**src/rtl/up_down_count_scheduler_pkg.sv**
```systemverilog
// Shared types for the up/down count scheduler: FSM state encoding and
// direction constants.
package udc_pkg;

  typedef enum logic [1:0] {
    IDLE = 2'd0,
    RUN  = 2'd1,
    DONE = 2'd2
  } udc_state_e;

  localparam logic DIR_UP   = 1'b1;
  localparam logic DIR_DOWN = 1'b0;

endpackage

```
**src/rtl/up_down_count_scheduler_core.sv**
```systemverilog
// Mod-N up/down counter. When en is high, q steps one position in direction
// dir, and wrap is registered together with any q update that wraps.
module udc_core
  import udc_pkg::*;
#(
  parameter int N = 10
) (
  input  logic                 clk,
  input  logic                 rst,
  input  logic                 en,
  input  logic                 dir,
  output logic [$clog2(N)-1:0] q,
  output logic                 wrap
);

  localparam int QW = $clog2(N);
  localparam logic [QW-1:0] Q_MAX = QW'(N - 1);

  always_ff @(posedge clk or posedge rst) begin
    if (rst) begin
      q    <= '0;
      wrap <= 1'b0;
    end else if (en) begin
      if (dir == DIR_UP) begin
        if (q == Q_MAX) begin
          q    <= '0;
          wrap <= 1'b1;
        end else begin
          q    <= q + QW'(1);
          wrap <= 1'b0;
        end
      end else begin
        if (q == '0) begin
          q    <= Q_MAX;
          wrap <= 1'b1;
        end else begin
          q    <= q - QW'(1);
          wrap <= 1'b0;
        end
      end
    end else begin
      wrap <= 1'b0;
    end
  end

endmodule

```
**src/rtl/up_down_count_scheduler.sv**
```systemverilog
// Command sequencer that drives udc_core one step per RUN cycle. Optional
// macro UDC_SCHED_PAUSE_EN adds a pause input that freezes a run in progress.
module up_down_count_scheduler
  import udc_pkg::*;
#(
  parameter int N      = 10,
  parameter int STEP_W = 8
) (
  input  logic                 clk,
  input  logic                 rst,
  input  logic                 cmd_valid,
  output logic                 cmd_ready,
  input  logic                 cmd_dir,
  input  logic [STEP_W-1:0]    cmd_steps,
  input  logic                 abort,
`ifdef UDC_SCHED_PAUSE_EN
  input  logic                 pause,
`endif
  output logic [$clog2(N)-1:0] q,
  output logic                 busy,
  output logic                 done,
  output logic                 aborted,
  output logic                 wrap,
  output udc_state_e           state_dbg
);

  // Handshake: a command transfers on any rising edge where cmd_valid and
  // cmd_ready are both high; cmd_ready is high only in IDLE, and a command
  // left valid while cmd_ready is low simply waits.

  udc_state_e        state, state_nx;
  logic [STEP_W-1:0] remaining;
  logic              dir_r;
  logic              aborted_r;
  logic              step_en;
  logic              run_hold;

`ifdef UDC_SCHED_PAUSE_EN
  assign run_hold = pause;
`else
  assign run_hold = 1'b0;
`endif

  always_comb begin
    state_nx = state;
    step_en  = 1'b0;
    case (state)
      IDLE: begin
        if (cmd_valid) state_nx = (cmd_steps != '0) ? RUN : DONE;
      end
      RUN: begin
        // Abort outranks both pause and the final step.
        if (abort) begin
          state_nx = DONE;
        end else if (!run_hold) begin
          step_en = 1'b1;
          if (remaining == STEP_W'(1)) state_nx = DONE;
        end
      end
      DONE:    state_nx = IDLE;
      default: state_nx = IDLE;
    endcase
  end

  always_ff @(posedge clk or posedge rst) begin
    if (rst) begin
      state     <= IDLE;
      remaining <= '0;
      dir_r     <= DIR_UP;
      aborted_r <= 1'b0;
    end else begin
      state <= state_nx;
      if (state == IDLE && cmd_valid) begin
        dir_r     <= cmd_dir;
        remaining <= cmd_steps;
        aborted_r <= 1'b0;
      end else if (state == RUN && abort) begin
        aborted_r <= 1'b1;
      end else if (step_en) begin
        remaining <= remaining - STEP_W'(1);
      end
    end
  end

  udc_core #(.N(N)) u_core (
    .clk  (clk),
    .rst  (rst),
    .en   (step_en),
    .dir  (dir_r),
    .q    (q),
    .wrap (wrap)
  );

  assign cmd_ready = (state == IDLE);
  assign busy      = (state == RUN);
  assign done      = (state == DONE);
  assign aborted   = (state == DONE) && aborted_r;
  assign state_dbg = state;

endmodule

```
**config.mk**
```make
export PLATFORM = sky130hd
export DESIGN_NAME = up_down_count_scheduler
export DESIGN_NICKNAME = d
export VERILOG_FILES = /design/src/rtl/up_down_count_scheduler_pkg.sv /design/src/rtl/up_down_count_scheduler_core.sv /design/src/rtl/up_down_count_scheduler.sv
export SDC_FILE = /design/constraint.sdc
export NUM_CORES = 1
export LEC_CHECK = 0
export ABC_AREA = 1
export CORE_ASPECT_RATIO = 1.25
export CORE_MARGIN = 4
export CORE_UTILIZATION = 30
export DETAILED_ROUTE_END_ITERATION = 7
export PLACE_DENSITY = 0.55
export SLEW_MARGIN = 10
export SYNTH_ARGS = -nofsm -noshare
export SYNTH_HDL_FRONTEND = slang
export SYNTH_SLANG_ARGS = --single-unit
```
**constraint.sdc**
```tcl
create_clock -name clk -period 1.8 [get_ports clk]
set_input_delay 0.36 -clock clk [delete_from_list [all_inputs] [get_ports clk]]
set_output_delay 0.36 -clock clk [all_outputs]
set_load 0.01 [all_outputs]
```
==> results.sh <==
export IMPL_status="finished clean"
export IMPL_clkSlewWorstSetupHoldPaths_ns=0.07
export IMPL_syn_instance_count=159
export IMPL_path_cells="clkdlybuf4s50_1"
export IMPL_wirelength_um=2640
export IMPL_async_reset_ff_share_pct=100
export IMPL_worstMarginPinSlew_ns=0.277
export IMPL_grt_max_degree=18
export IMPL_ys_seq_elements=17
export IMPL_postLayoutCellArea_sq_um=1420
export IMPL_row_count=24
export IMPL_avgSynthCellArea_sq_um=6.93
export IMPL_crit_slowest_cell="clkdlybuf4s50_1"
export IMPL_synth_commonest_cells="53 x nand2_1, 17 x inv_1, 16 x dfrtp_1, 16 x nand3_1, 16 x nor2_1"
export IMPL_clock_skew_ns=0.00221
export IMPL_cpPeakStageDelay_ns=0.58
export IMPL_cts_buffers=3
export IMPL_hp_class="in -> async"
export IMPL_grt_pass1_vias=1116
export IMPL_power_leakage_nw=0.711
export IMPL_io_buffers=23
export IMPL_fin_tns_setup_ns=0
export IMPL_cts_sink_count=17
export IMPL_core_area_sq_um=3510
export IMPL_drv_slew=0
export IMPL_place_area_sq_um=1370
export IMPL_synth_adder_area_share_pct=2.27
export IMPL_relSlewSlack_pct=81.4
export IMPL_ant_nets=0
export IMPL_ctsRootBufferMaster="clkbuf_8"
export IMPL_p_per_area_nw_per_um2=1670
export IMPL_post_route_min_period_ns=1.65
export IMPL_die_area_sq_um=4710
export IMPL_cts_buffer_depth=2
export IMPL_post_cts_buffers=0
export IMPL_ys_warn_count=0
export IMPL_rsz0062_at_grt="false"
export IMPL_ys_top_cells_by_area="dfrtp_1 36%, nand2_1 18%, nand3_1 7.3%, inv_1 5.8%, nor2_1 5.4%"
export IMPL_ir_drop_mv=0.682
export IMPL_antenna_found_initial=0
export IMPL_crit_family="buffers and inverters"
export IMPL_maxCapViolations=0
export IMPL_initial_utilization_pct=31.4
export IMPL_synth_top_family_by_area="simple AND/OR/NAND/NOR gates"
export IMPL_diodes=0
export IMPL_synth_simple_area_share_pct=39.3
export IMPL_cts_tree="built"
export IMPL_num_vias=1102
export IMPL_critPathCaptureType="output port"
export IMPL_synth_edf_count=0
export IMPL_vias_per_cell=4.92
export IMPL_drtIter0Drc=153
export IMPL_cp_num_buf_inv=1
export IMPL_htreeDepth=1
export IMPL_syn_nets=174
export IMPL_crit_fanout=7
export IMPL_grt_remaining_overflow=0
export IMPL_grt_pass1_wl_um=4820
export IMPL_grt_use_total_pct=12.7
export IMPL_dieWidth_um=62.2
export IMPL_routedWlPerCell_um=11.8
export IMPL_hold_ws_ns=0.407
export IMPL_ys_types=23
export IMPL_finalCritPeriodShare_pct=91.9
export IMPL_synth_ff_type="dfrtp_1"
export IMPL_clock_latency_ns=0.26
export IMPL_worstPathArrival_ns=1.29
export IMPL_area_growth_pct=28.6
export IMPL_gp_congestion=0.913
export IMPL_ys_seq_area_share_pct=38.7
export IMPL_layout_drive_gt1_share_pct=10.3
export IMPL_hold_viol=0
export IMPL_dp_hpwl_um=2090
export IMPL_yosysTopAreaCellShare_pct=36.3
export IMPL_io_pins=24
export IMPL_drc=0
export IMPL_synth_most_common_cell="nand2_1"
export IMPL_chipHeight_um=75.8
export IMPL_finalSetupViolCount=0
export IMPL_required_ns=1.44
export IMPL_worstSetupStartpointType="register"
export IMPL_synth_compound_area_share_pct=7.83
export IMPL_synthXorXnorAreaFrac_pct=2.38
export IMPL_drt_pre_antenna_iters=4
export IMPL_synthMuxAreaShare_pct=0
export IMPL_fmax_mhz=605
export IMPL_yosysTopAreaCell="dfrtp_1"
export IMPL_finish_utilization_pct=40.3
export IMPL_crit_type="reg -> out"
export IMPL_syn_area_sq_um=1100
export IMPL_final_net_count=201
-- cells in the final DEF (no fill, tap or decap), types with 2 or more instances in the layout --
master,instances
nor2_1,16
o21ai_0,7
nand3_1,16
ha_1,2
dlygate4sd2_1,3
o21ai_1,4
dfrtp_1,14
nand4_1,5
xnor2_1,2
clkdlybuf4s50_1,19
nor3_1,2
nor2_4,2
nand2_2,2
inv_2,5
inv_1,17
nand2_4,2
dfrtp_2,2
clkbuf_8,3
nand2_1,53
-- metal layers --
metal	part of all wire (%)	wire length (um)	track usage, %
met1	39	1040	13.9
met2	54	1420	23.6
met3	4.5	120	2.21
met4	2.0	54	6.99
met5	0	0	0
-- timing repair --
action | in CTS | in global routing
setup endpoints to repair | 4 | 1
gates resized for setup | 4 | 3
hold buffers | 0 | 0
-- kinds of logic (layout without fill, tap and decap cells) --
logic type | Yosys count | in the layout
AND/OR/NAND/NOR | 98 | 98
buffers and inverters | 24 | 50
flip-flops | 17 | 17
AO/OA/AOI/OAI | 15 | 15
XOR/XNOR | 3 | 3
adder cells (fa/ha/maj) | 2 | 2
-- power by group --
group	leakage [nW]	internal (mW)	total, mW	switching, mW
Clock	0.0228	0.157	0.292	0.134
Sequential	0.207	0.573	0.770	0.197
Combinational	0.480	0.540	1.30	0.761
-- through the flow --
step / setup slack, ns / total power [mW] / std cells
global route: 0.0886 / 2.63 / 224
global placement: 0.253 / 2.08 / 220
floorplan: 0.581 / 1.66 / 159
detailed placement: 0.228 / 2.09 / 220
finish: 0.146 / 2.36 / 224
CTS: 0.00481 / 2.39 / 224
-- state kept, by name, indices dropped and copies added (netlist names) --
signal	cells
dir_r	1
aborted_r	1
u_core.wrap	1
remaining	8
state_dbg	2
u_core.q	4
-- path summary, 6_finish.rpt --
path / depth (start not counted) / to / startpoint / slack [ns]
min in group clk: 2 / remaining[2] / remaining[2] / 0.52
hold / removal: 3 / u_core.wrap / rst / 0.41
setup reg to reg: 6 / state_dbg[1] / state_dbg[1] / 0.52
max in group asynchronous: 3 / dir_r / rst / 1.14
setup / recovery: 1 / q[3] / u_core.q[3] / 0.15
hold reg to reg: 2 / remaining[2] / remaining[2] / 0.52
-- worst min-delay path: cells and delay by family --
kind,cells,cell delay (ns)
buffers and inverters,3,0.68
-- final cells by class --
| cell class | instances | area, sq um |
|---|---|---|
| timing repair buffer | 24 | 236 |
| sequential | 17 | 429 |
| clock buffer | 4 | 45.0 |
| tap | 39 | 48.8 |
| multi-input combinational | 118 | 576 |
| fill | 368 | 2100 |
| inverter | 22 | 82.6 |
(Power assumes the default switching activity.)
